File: src/rtl/vga_box_plotter_pkg.sv
// vga_box_plotter_pkg: screen geometry, bus widths and plotter state encoding
// Shared by the plotter, its bus interface and any sibling plotters or input layers.
package vga_box_plotter_pkg;
  localparam int X_SCREEN_PIXELS = 160;
  localparam int Y_SCREEN_PIXELS = 120;
  localparam int X_W = 8;
  localparam int Y_W = 7;
  localparam int COLOUR_W = 3;
  typedef enum logic [2:0] {S_IDLE, S_LOAD_X, S_LOAD_Y, S_DRAW, S_CLEAR, S_DONE} state_t;
endpackage

File: src/rtl/vga_box_plotter_if.sv
// vga_box_plotter_if: command inputs and pixel-write outputs of the box plotter
// Ports: i_load_x/i_plot_box/i_black command levels, i_xy_coord shared X/Y bus, i_colour box colour;
// o_x/o_y/o_colour pixel, o_plot write enable, o_busy sweeping, o_done finished.
// slave = plotter side, master = driver side.
interface vga_box_plotter_if;
  import vga_box_plotter_pkg::*;
  logic i_load_x;
  logic i_plot_box;
  logic i_black;
  logic [X_W-1:0] i_xy_coord;
  logic [COLOUR_W-1:0] i_colour;
  logic [X_W-1:0] o_x;
  logic [Y_W-1:0] o_y;
  logic [COLOUR_W-1:0] o_colour;
  logic o_plot;
  logic o_busy;
  logic o_done;
  modport slave(input i_load_x, i_plot_box, i_black, i_xy_coord, i_colour,
                output o_x, o_y, o_colour, o_plot, o_busy, o_done);
  modport master(output i_load_x, i_plot_box, i_black, i_xy_coord, i_colour,
                 input o_x, o_y, o_colour, o_plot, o_busy, o_done);
endinterface

File: src/rtl/vga_box_plotter_scan_counter_2d.sv
// scan_counter_2d: raster-order x/y counter with runtime limits
// Ports: i_clk, i_rst (async, high), i_start loads (0,0), i_en advances one step,
// i_lim_x/i_lim_y sweep sizes; o_nx/o_ny next count, o_last current count is final pixel.
module scan_counter_2d #(
  parameter int CX_W = 8,
  parameter int CY_W = 7
) (
  input  logic            i_clk,
  input  logic            i_rst,
  input  logic            i_start,
  input  logic            i_en,
  input  logic [CX_W:0]   i_lim_x,
  input  logic [CY_W:0]   i_lim_y,
  output logic [CX_W-1:0] o_nx,
  output logic [CY_W-1:0] o_ny,
  output logic            o_last
);
  logic [CX_W-1:0] r_cx;
  logic [CY_W-1:0] r_cy;
  logic w_x_end, w_y_end;
  assign w_x_end = {1'b0, r_cx} == i_lim_x - 1'b1;
  assign w_y_end = {1'b0, r_cy} == i_lim_y - 1'b1;
  assign o_last = w_x_end && w_y_end;
  // Next count is exported so the owner can register outputs for the pixel being entered.
  assign o_nx = i_start ? '0 : i_en ? (w_x_end ? '0 : r_cx + 1'b1) : r_cx;
  assign o_ny = i_start ? '0 : (i_en && w_x_end) ? r_cy + 1'b1 : r_cy;
  always_ff @(posedge i_clk or posedge i_rst) begin
    if (i_rst) begin
      r_cx <= '0;
      r_cy <= '0;
    end else begin
      r_cx <= o_nx;
      r_cy <= o_ny;
    end
  end
endmodule

File: src/rtl/vga_box_plotter.sv
// vga_box_plotter: sweeps a clipped BOX_W x BOX_H box, or a full-screen clear, into a VGA pixel port
// Ports: i_clk, i_rst (async, high), bus (vga_box_plotter_if.slave) carrying commands and pixel writes.
module vga_box_plotter
  import vga_box_plotter_pkg::*;
#(
  parameter int BOX_W = 4,
  parameter int BOX_H = 4
) (
  input logic i_clk,
  input logic i_rst,
  vga_box_plotter_if.slave bus
);
  localparam int CX_W = $clog2(BOX_W > X_SCREEN_PIXELS ? BOX_W : X_SCREEN_PIXELS);
  localparam int CY_W = $clog2(BOX_H > Y_SCREEN_PIXELS ? BOX_H : Y_SCREEN_PIXELS);
  state_t r_state, w_next;
  logic [X_W-1:0] r_x0, r_x;
  logic [Y_W-1:0] r_y0, r_y;
  logic [COLOUR_W-1:0] r_c0, r_colour;
  logic r_plot, r_busy, r_done;
  logic [CX_W-1:0] w_nx;
  logic [CY_W-1:0] w_ny;
  logic [CX_W:0] w_lim_x;
  logic [CY_W:0] w_lim_y;
  logic [X_W:0] w_px;
  logic [Y_W:0] w_py;
  logic w_last, w_start, w_en, w_drawing, w_clearing, w_clip;
  assign w_drawing = w_next == S_DRAW;
  assign w_clearing = w_next == S_CLEAR;
  assign w_start = (w_drawing && r_state != S_DRAW) || (w_clearing && r_state != S_CLEAR);
  assign w_en = r_state == S_DRAW || r_state == S_CLEAR;
  assign w_lim_x = r_state == S_CLEAR ? (CX_W+1)'(X_SCREEN_PIXELS) : (CX_W+1)'(BOX_W);
  assign w_lim_y = r_state == S_CLEAR ? (CY_W+1)'(Y_SCREEN_PIXELS) : (CY_W+1)'(BOX_H);
  // One extra bit so pixels past the right/bottom edge are detected, not wrapped on-screen.
  assign w_px = (X_W+1)'(r_x0) + (X_W+1)'(w_nx);
  assign w_py = (Y_W+1)'(r_y0) + (Y_W+1)'(w_ny);
  assign w_clip = w_px >= (X_W+1)'(X_SCREEN_PIXELS) || w_py >= (Y_W+1)'(Y_SCREEN_PIXELS);
  scan_counter_2d #(.CX_W(CX_W), .CY_W(CY_W)) u_scan (
    .i_clk(i_clk), .i_rst(i_rst), .i_start(w_start), .i_en(w_en),
    .i_lim_x(w_lim_x), .i_lim_y(w_lim_y), .o_nx(w_nx), .o_ny(w_ny), .o_last(w_last)
  );
  always_ff @(posedge i_clk or posedge i_rst) begin
    if (i_rst) r_state <= S_IDLE;
    else r_state <= w_next;
  end
  always_comb begin
    w_next = r_state;
    unique case (r_state)
      S_IDLE, S_DONE: w_next = bus.i_black ? S_CLEAR : bus.i_plot_box ? S_LOAD_Y :
                               bus.i_load_x ? S_LOAD_X : r_state;
      S_LOAD_X: w_next = bus.i_load_x ? S_LOAD_X : S_IDLE;
      S_LOAD_Y: w_next = bus.i_plot_box ? S_LOAD_Y : S_DRAW;
      S_DRAW, S_CLEAR: w_next = w_last ? S_DONE : r_state;
      default: w_next = S_IDLE;
    endcase
  end
  // Outputs are registered from the next state/count, so the entry edge already presents pixel 0.
  always_ff @(posedge i_clk or posedge i_rst) begin
    if (i_rst) begin
      r_x0 <= '0;
      r_y0 <= '0;
      r_c0 <= '0;
      r_x <= '0;
      r_y <= '0;
      r_colour <= '0;
      r_plot <= 1'b0;
      r_busy <= 1'b0;
      r_done <= 1'b0;
    end else begin
      if (w_next == S_LOAD_X && r_state != S_LOAD_X) r_x0 <= bus.i_xy_coord;
      if (w_next == S_LOAD_Y && r_state != S_LOAD_Y) begin
        r_y0 <= bus.i_xy_coord[Y_W-1:0];
        r_c0 <= bus.i_colour;
      end
      r_plot <= w_clearing || (w_drawing && !w_clip);
      r_busy <= w_clearing || w_drawing;
      r_done <= w_next == S_DONE;
      if (w_drawing) begin
        r_x <= w_px[X_W-1:0];
        r_y <= w_py[Y_W-1:0];
        r_colour <= r_c0;
      end else if (w_clearing) begin
        r_x <= X_W'(w_nx);
        r_y <= Y_W'(w_ny);
        r_colour <= '0;
      end
    end
  end
  assign bus.o_x = r_x;
  assign bus.o_y = r_y;
  assign bus.o_colour = r_colour;
  assign bus.o_plot = r_plot;
  assign bus.o_busy = r_busy;
  assign bus.o_done = r_done;
endmodule

File: src/flat_wrapper.sv
// flat-port wrapper written by rule: the top's interface ports become plain ports
module vga_box_plotter_flat import vga_box_plotter_pkg::*;
#(
  parameter int BOX_W = 4,
  parameter int BOX_H = 4
)
  (i_clk, i_rst, bus_i_load_x, bus_i_plot_box, bus_i_black, bus_i_xy_coord, bus_i_colour, bus_o_x, bus_o_y, bus_o_colour, bus_o_plot, bus_o_busy, bus_o_done);
  vga_box_plotter_if bus_i ();
  input logic i_clk;
  input logic i_rst;
  input wire logic [$bits(bus_i.i_load_x)-1:0] bus_i_load_x;
  input wire logic [$bits(bus_i.i_plot_box)-1:0] bus_i_plot_box;
  input wire logic [$bits(bus_i.i_black)-1:0] bus_i_black;
  input wire logic [$bits(bus_i.i_xy_coord)-1:0] bus_i_xy_coord;
  input wire logic [$bits(bus_i.i_colour)-1:0] bus_i_colour;
  output wire logic [$bits(bus_i.o_x)-1:0] bus_o_x;
  output wire logic [$bits(bus_i.o_y)-1:0] bus_o_y;
  output wire logic [$bits(bus_i.o_colour)-1:0] bus_o_colour;
  output wire logic [$bits(bus_i.o_plot)-1:0] bus_o_plot;
  output wire logic [$bits(bus_i.o_busy)-1:0] bus_o_busy;
  output wire logic [$bits(bus_i.o_done)-1:0] bus_o_done;
  assign bus_i.i_load_x = bus_i_load_x;
  assign bus_i.i_plot_box = bus_i_plot_box;
  assign bus_i.i_black = bus_i_black;
  assign bus_i.i_xy_coord = bus_i_xy_coord;
  assign bus_i.i_colour = bus_i_colour;
  assign bus_o_x = bus_i.o_x;
  assign bus_o_y = bus_i.o_y;
  assign bus_o_colour = bus_i.o_colour;
  assign bus_o_plot = bus_i.o_plot;
  assign bus_o_busy = bus_i.o_busy;
  assign bus_o_done = bus_i.o_done;
  vga_box_plotter #(.BOX_W(BOX_W), .BOX_H(BOX_H)) u_core (.i_clk(i_clk), .i_rst(i_rst), .bus(bus_i));
endmodule
File: config.mk
export PLATFORM = sky130hd
export DESIGN_NAME = vga_box_plotter_flat
export DESIGN_NICKNAME = d
export VERILOG_FILES = /design/src/rtl/vga_box_plotter_pkg.sv /design/src/rtl/vga_box_plotter_if.sv /design/src/rtl/vga_box_plotter_scan_counter_2d.sv /design/src/rtl/vga_box_plotter.sv /design/src/flat_wrapper.sv
export SDC_FILE = /design/constraint.sdc
export NUM_CORES = 1
export LEC_CHECK = 0
export CAP_MARGIN = 10
export CORE_MARGIN = 1
export CORE_UTILIZATION = 58
export CTS_CLUSTER_DIAMETER = 50
export DETAILED_ROUTE_END_ITERATION = 10
export PLACE_DENSITY = 0.8
export SYNTH_ARGS = -nofsm -noshare
export SYNTH_HDL_FRONTEND = slang
export SYNTH_HIERARCHICAL = 1
export SYNTH_SLANG_ARGS = --single-unit
File: constraint.sdc
create_clock -name i_clk -period 8.1 [get_ports i_clk]
set_clock_uncertainty 0.1 [all_clocks]
set_input_delay 0.81 -clock i_clk [delete_from_list [all_inputs] [get_ports i_clk]]
set_output_delay 0.81 -clock i_clk [all_outputs]
set_load 0.01 [all_outputs]
# ---- Word level (Yosys, flattened, before mapping)
# Cells that the tools add are included.
dict set report word_totals {
  input_bits 16
  wordCells 73
  out_inout_bits 21
  regBits 57
}
dict set report op_classes {
  reduce_logical 17
  magnitude_cmp 2
  eq_ne 16
  addsub 6
  mux 20
}
# op count
set op_table {}
lappend op_table {{$mux W8} 6}
lappend op_table {{$mux W7} 5}
lappend op_table {{$mux W3} 6}
lappend op_table {{$eq A3 B2 Y1 const B} 4}
lappend op_table {{$eq A3 B3 Y1 const B} 4}
lappend op_table {{$pmux W3 S4} 1}
lappend op_table {{$add A8 B8 Y9} 1}
lappend op_table {{$eq A8 B9 Y1} 1}
lappend op_table {{$ge A9 B8 Y1 const B} 1}
lappend op_table {{$sub A9 B1 Y9 const B} 1}
lappend op_table {{$add A7 B7 Y8} 1}
lappend op_table {{$add A8 B1 Y8 const B} 1}
lappend op_table {{$eq A7 B8 Y1} 1}
lappend op_table {{$ge A8 B7 Y1 const B} 1}
lappend op_table {{$sub A8 B1 Y8 const B} 1}
lappend op_table {{$add A7 B1 Y7 const B} 1}
lappend op_table {{$logic_and A1 B1 Y1} 7}
lappend op_table {{$eq A3 B1 Y1 const B} 2}
lappend op_table {{$ne A3 B2 Y1 const B} 2}
lappend op_table {{$logic_or A1 B1 Y1} 5}
lappend op_table {{$reduce_or A2 Y1} 2}
lappend op_table {{$logic_not A3 Y1} 1}
lappend op_table {{$ne A3 B1 Y1 const B} 1}
lappend op_table {{$ne A3 B3 Y1 const B} 1}
lappend op_table {{other kinds (3)} 4}

# ---- Longest topological paths before layout
# Gate-level depths: netlist of run 1.
dict set report depth {
  ltp_word 17
  mapped_depth 28
}

# ---- Hierarchy
# The synthesis of run 1 kept the hierarchy.
# module instances area_per_inst_um2 cells_per_inst seq_area_each_um2
set modules_own_cells {}
lappend modules_own_cells {vga_box_plotter 1 2630.0 255 1051.0}
lappend modules_own_cells {scan_counter_2d 1 1466.4 169 375.4}

# ---- Worst setup path after synthesis of run 1
# No wires, ideal clock.
dict set report synth_timing {
  path_type {register -> register}
  from {register u_core.r_state[0]}
  to {register u_core.r_plot (netlist: u_core/bus.o_plot)}
  arrival_time_ns 5.817
  synth_period_minus_slack_ns 6.037
  setup_ns 0.120
  required_ns 7.880
  setup_slack_ns 2.063
  stages_incl_launch_ff 29
  cell_sequence {dfrtp_1 buf_4 nor2_1 nand2_2 inv_2 nor3_1 a211o_1 a21oi_1 o211ai_1 buf_6 nor2_1 o211a_1 nand2_1 o22a_1 or2_1 buf_6 buf_6 o22ai_1 clkbuf_1 nor2_1 mux2_4 ha_1 fa_1 a211oi_1 nor2_1 or4b_1 o311ai_0 o211ai_1 a41o_1}
}
dict set report synth_via {
  elab_chain_len 17
  elab_cells_between_ends 42
  classes_between {add/sub (4); order compare (2); eq/ne (11); mux (12); reduce/logical (13)}
}
# element line_no
set synth_lines {}
lappend synth_lines {{start: declaration} vga_box_plotter.sv:15} ;# state_t r_state, w_next;
lappend synth_lines {{start signal: assignment} vga_box_plotter.sv:43} ;# else r_state <= w_next;
lappend synth_lines {{$eq A3 B3 Y1 *} vga_box_plotter.sv:31} ;# assign w_lim_x = r_state == S_CLEAR ? (CX_W+1)'(X_SCREEN_PIXELS) : (CX_W+1)'(BOX_W);
lappend synth_lines {{$mux W8 *} vga_box_plotter.sv:31}
lappend synth_lines {{named net u_core.w_lim_x[2]} vga_box_plotter.sv:22} ;# logic [CX_W:0] w_lim_x;
lappend synth_lines {{$sub A9 B1 Y9 *} vga_box_plotter_scan_counter_2d.sv:21} ;# assign w_x_end = {1'b0, r_cx} == i_lim_x - 1'b1;
lappend synth_lines {{$eq A8 B9 Y1 *} vga_box_plotter_scan_counter_2d.sv:21}
lappend synth_lines {{$logic_and A1 B1 Y1 *} vga_box_plotter_scan_counter_2d.sv:23} ;# assign o_last = w_x_end && w_y_end;
lappend synth_lines {{named net u_core.w_last} vga_box_plotter.sv:26} ;# logic w_last, w_start, w_en, w_drawing, w_clearing, w_clip;
lappend synth_lines {{$mux W3 *} vga_box_plotter.sv:52} ;# S_DRAW, S_CLEAR: w_next = w_last ? S_DONE : r_state;
lappend synth_lines {{(+4 left out)} -}
lappend synth_lines {{named net u_core.w_start} vga_box_plotter.sv:26}
lappend synth_lines {{$mux W7 *} vga_box_plotter_scan_counter_2d.sv:26} ;# assign o_ny = i_start ? '0 : (i_en && w_x_end) ? r_cy + 1'b1 : r_cy;
lappend synth_lines {{named net u_core.w_ny[0]} vga_box_plotter.sv:21} ;# logic [CY_W-1:0] w_ny;
lappend synth_lines {{$add A7 B7 Y8 *} vga_box_plotter.sv:35} ;# assign w_py = (Y_W+1)'(r_y0) + (Y_W+1)'(w_ny);
lappend synth_lines {{$ge A8 B7 Y1 *} vga_box_plotter.sv:36} ;# assign w_clip = w_px >= (X_W+1)'(X_SCREEN_PIXELS) || w_py >= (Y_W+1)'(Y_SCREEN_PIXELS);
lappend synth_lines {{$logic_or A1 B1 Y1 *} vga_box_plotter.sv:36}
lappend synth_lines {{$logic_not A1 Y1 *} vga_box_plotter.sv:74} ;# r_plot <= w_clearing || (w_drawing && !w_clip);
lappend synth_lines {{$logic_and A1 B1 Y1 *} vga_box_plotter.sv:74}
lappend synth_lines {{$logic_or A1 B1 Y1 *} vga_box_plotter.sv:74}
lappend synth_lines {{end signal: assignment} vga_box_plotter.sv:74}
lappend synth_lines {{end: declaration} vga_box_plotter.sv:19} ;# logic r_plot, r_busy, r_done;
# The timed path passes the listed nets; every way through them passes the cells marked *.
# A chain may end at the register's enable or synchronous reset.

# ---- Final worst setup path of run 1
dict set report layout_timing {
  from {register u_core.r_state[0]}
  to {register u_core.r_plot (netlist: u_core/bus.o_plot)}
}
dict set report layout_via {
  elab_chain_len 17
  elab_cells_between_ends 42
  classes_between {add/sub (4); order compare (2); eq/ne (11); mux (12); reduce/logical (13)}
}
# element line_no
set layout_lines {}
lappend layout_lines {{$eq A3 B3 Y1 *} vga_box_plotter.sv:31}
lappend layout_lines {{$mux W8 *} vga_box_plotter.sv:31}
lappend layout_lines {{named net u_core.w_lim_x[2]} vga_box_plotter.sv:22}
lappend layout_lines {{$sub A9 B1 Y9 *} vga_box_plotter_scan_counter_2d.sv:21}
lappend layout_lines {{$eq A8 B9 Y1 *} vga_box_plotter_scan_counter_2d.sv:21}
lappend layout_lines {{$logic_and A1 B1 Y1 *} vga_box_plotter_scan_counter_2d.sv:23}
lappend layout_lines {{named net u_core.w_last} vga_box_plotter.sv:26}
lappend layout_lines {{$mux W3 *} vga_box_plotter.sv:52}
lappend layout_lines {{(+1 left out)} -}
lappend layout_lines {{named net u_core.w_next[0]} vga_box_plotter.sv:15}
lappend layout_lines {{(+3 left out)} -}
lappend layout_lines {{named net u_core.w_start} vga_box_plotter.sv:26}
lappend layout_lines {{$mux W7 *} vga_box_plotter_scan_counter_2d.sv:26}
lappend layout_lines {{named net u_core.w_ny[0]} vga_box_plotter.sv:21}
lappend layout_lines {{$add A7 B7 Y8 *} vga_box_plotter.sv:35}
lappend layout_lines {{$ge A8 B7 Y1 *} vga_box_plotter.sv:36}
lappend layout_lines {{$logic_or A1 B1 Y1 *} vga_box_plotter.sv:36}
lappend layout_lines {{$logic_not A1 Y1 *} vga_box_plotter.sv:74}
lappend layout_lines {{$logic_and A1 B1 Y1 *} vga_box_plotter.sv:74}
lappend layout_lines {{$logic_or A1 B1 Y1 *} vga_box_plotter.sv:74}
# Marks and branches as above.

==> flow_summary_export.csv, run 1 <==
group,metric,value,unit
route,wl_per_cell,15.1,µm
yosys,syn_area_per_cell,9.66,µm²
layout,nets,528,
global_routing,grt_max_degree,43,
sta,max_slew_margin,0.214,
sta,min_period,7.18,ns
sta,rsz0062_at_grt,"no",
clocking,cts_sinks,57,
global_routing,antenna_found_initial,0,
clocking,cts_tree,"built",
layout,drive_above_1_share,0.127,
sta,max_freq,0.139,GHz
route,ant_nets,0,
worst_setup_path,reg2reg_depth,24,
layout,postLayoutCoreUtil,0.709,
floorplanning,start_util,0.603,
worst_setup_path,critPathLaunchType,"flop",
placed_design,io_buffers,36,
route,wl,8.90,mm
route,drt-initial-drc-count,154,
worst_setup_path,worstSetupPathType,"flop to flop",
yosys,synth-seq-cells,57,
clocking,clkSlewWorstSetupHoldPaths,0.06,ns
clocking,cts_resized,0,
layout,num_antenna_cells,0,
global_routing,grt_pass1_wl,14.8,mm
yosys,syn-cell-area,0.00410,mm²
yosys,async_reset_ff_frac,1.00,
clocking,clk_latency,0.34,ns
global_routing,grt.total_usage,0.262,
floorplanning,core,0.00679,mm²
worst_setup_path,timing.rr.start,"u_core/r_state[0]",
global_routing,grt_overflow,0,
worst_setup_path,timing.rr.end,"u_core/bus.o_plot",
worst_setup_path,reg2reg_slack,0.92,ns
yosys,synth_area_leader_cell,"dfrtp_1",
clocking,numCtsBuffers,9,
global_routing,grt_pass1_vias,3148,
clocking,post_cts_buffers,0,
route,vias,3299,
sta,worst_pin_slew,1.17,ns
worst_hold_path,min_path_cells,2,
worst_setup_path,worstPathArrival,7.30,ns
yosys,netlist_top_cells_count,"57 x dfrtp_1, 30 x nand2_1, 28 x nor2_1",
yosys,synth_most_common_cell,"dfrtp_1",
clocking,cts_hold_buf,0,
placed_design,dp_hpwl,6.47,mm
sta,maxSlewViolCount,0,
yosys,synthCells,424,
floorplanning,dieWidth,86.0,µm
worst_hold_path,hp-class,"flop to flop",
yosys,synth-main-ff-cell,"dfrtp_1",
sta,hold_viol_final,0,
layout,area_growth,17.6,%
clocking,htreeDepth,3,
floorplanning,io-pin-count,37,
route,drt-pass1-iter-count,4,
yosys,ys_types,77,
route,drcViolationCount,0,
layout,layout.cells.non_filler,591,
yosys,yosysTopAreaCellShare,0.348,
worst_hold_path,min_to,"u_core/bus.o_colour[0]",
yosys,synth_area_leaders,"dfrtp_1 35%, ha_1 5.8%, mux2_2 5.8%, mux2i_1 3.4%, xnor2_1 2.8%",
placed_design,dp_cells,576,
sta,setup_tns,0,ns
placed_design,place.gp.congestion,0.831,
floorplanning,rows,30,
worst_hold_path,hold_start,"u_core/r_c0[0]",
yosys,ys_warn_count,6,
worst_setup_path,cp.required,8.21,ns
worst_setup_path,worstPathMaxFanout,24,
yosys,synth-edff-count,0,
pwr,power.leakage,2.14,nW
run,cap_violations,0,
floorplanning,die_area,0.00740,mm²
clocking,clk_path_buf_depth,2,
yosys,yosysSeqAreaShare,0.348,
worst_setup_path,end_kind,"flop",
pwr,ir_drop,210,µV
sta,setup_viol,0,
run_status,status,"completed",
pwr,powerDensity,253,mW/mm²
layout,fillers,505,
sta,timing.final.crit_share,0.887,
clocking,cts_root_buf,"clkbuf_8",
floorplanning,die_h,86.0,µm
route,vias_per_cell,5.58,
registers in the layout, summed over array words and instances (netlist names):
name and flops:
u_core/u_scan/r_cx 8, u_core/bus.o_x 8, u_core/r_x0 8, u_core/bus.o_done 1
u_core/r_state 3, u_core/u_scan/r_cy 7, u_core/bus.o_plot 1, u_core/bus.o_busy 1
u_core/bus.o_y 7, u_core/bus.o_colour 3, u_core/r_y0 7, u_core/r_c0 3
report_power, final:
group / switching [mW] / internal [mW] / total [mW] / leakage [nW]
Clock: 0.106 / 0.156 / 0.262 / 0.102
Combinational: 0.272 / 0.250 / 0.522 / 1.30
Sequential: 0.0706 / 0.361 / 0.432 / 0.734
Total: 0.449 / 0.767 / 1.22 / 2.14
worst max-delay path by stage:
stage	from	endpoint	slack [ns]	depth (start not counted)
global route	u_core/r_state[0]	u_core/bus.o_plot	0.40	24
finish	u_core/r_state[0]	u_core/bus.o_plot	0.92	24
global placement	u_core/r_state[0]	u_core/bus.o_plot	1.29	24
CTS	u_core/r_state[0]	u_core/bus.o_plot	0.95	24
detailed placement	u_core/r_state[0]	u_core/bus.o_plot	1.01	24
floorplan	u_core/r_state[0]	u_core/bus.o_plot	2.06	28
logic make-up (layout without fill, tap and decap cells):
kind of cell / count (synthesis) / count (layout) / synth area share
fa+ha+maj: 21 / 21 / 0.0678
flops: 57 / 57 / 0.348
compound gates: 96 / 96 / 0.169
other cells: 1 / 34 / 0.000915
mux: 39 / 39 / 0.104
buf+inv: 35 / 73 / 0.0434
xor+xnor: 27 / 27 / 0.0596
simple gates: 148 / 148 / 0.207
through the flow:
| step | power [mW] | worst slack [ns] | area [µm²] | hold slack [ns] |
|---|---|---|---|---|
| finish | 1.22 | 0.915 | 4820 | 0.364 |
| global route | 1.30 | 0.398 | 4820 | 0.386 |
| CTS | 1.22 | 0.955 | 4820 | 0.365 |
| detailed placement | 0.948 | 1.01 | 4620 | 0.349 |
| global placement | 0.926 | 1.29 | 4620 | 0.341 |
| floorplan | 0.817 | 2.06 | 4220 | 0.333 |
worst max-delay path: stages (launching register included):
cell and delay (ns):
dfrtp_1 0.54, nor2_1 0.13, nand2_2 0.23, inv_2 0.24, nor3_1 0.42, a211o_1 0.18
a21oi_1 0.06, o211ai_1 0.93, nor2_1 0.08, o211a_1 0.22, a2bb2oi_2 0.18, o311ai_4 0.16
or2_1 0.55, o22ai_1 0.29, buf_4 0.27, nor2b_1 0.07, mux2_4 0.28, ha_1 0.23
fa_1 0.44, a211oi_1 0.37, nor2_1 0.13, or4b_1 0.47, o311ai_0 0.11, o211ai_1 0.16
a41o_1 0.23
final cells by class:
class                      instances  area, µm²  share of cell area
tap                               96        120              0.0249
multi-input combinational        365       2620               0.543
timing repair buffer              40        390              0.0811
clock buffer                      12        155              0.0322
clock inverter                     3       40.0             0.00831
sequential                        57       1430               0.296
inverter                          18       67.6              0.0140
placed cells by master (no fill, tap or decap), types with 4 or more instances in the layout:
master / netlist / routed
dfrtp_1: 57 / 57
clkdlybuf4s50_1: 0 / 36
conb_1: 1 / 34
nand2_1: 30 / 30
nor2_1: 28 / 28
mux2_2: 21 / 21
ha_1: 19 / 19
nand2b_1: 17 / 17
a21oi_1: 17 / 17
o21ai_0: 17 / 17
inv_1: 17 / 16
nor3_1: 14 / 14
mux2i_1: 14 / 14
nor2b_1: 13 / 13
xnor2_1: 13 / 13
xor2_1: 13 / 13
nand3_1: 12 / 12
clkbuf_8: 0 / 11
o21ai_1: 10 / 10
o22ai_1: 6 / 6
a211oi_1: 6 / 6
o21bai_1: 4 / 4
buf_4: 2 / 4
nand4_1: 4 / 4
routing by layer:
metal  track usage  wire length, µm  share of wire  up-vias
li1              -                -              -     1634
met1         0.326             3900           0.44     1553
met2         0.439             4360           0.49       89
met4         0.130              291          0.033        0
met3        0.0433              346          0.039       23
met5             0                0              0        -
(Power assumes the default switching activity.)
==> run 2: changes to the inputs <==
Settings changed: SLEW_MARGIN from default to 5.
==> results of run 2 <==
The final DEF is identical to that of run 1; final timing and power are the same.
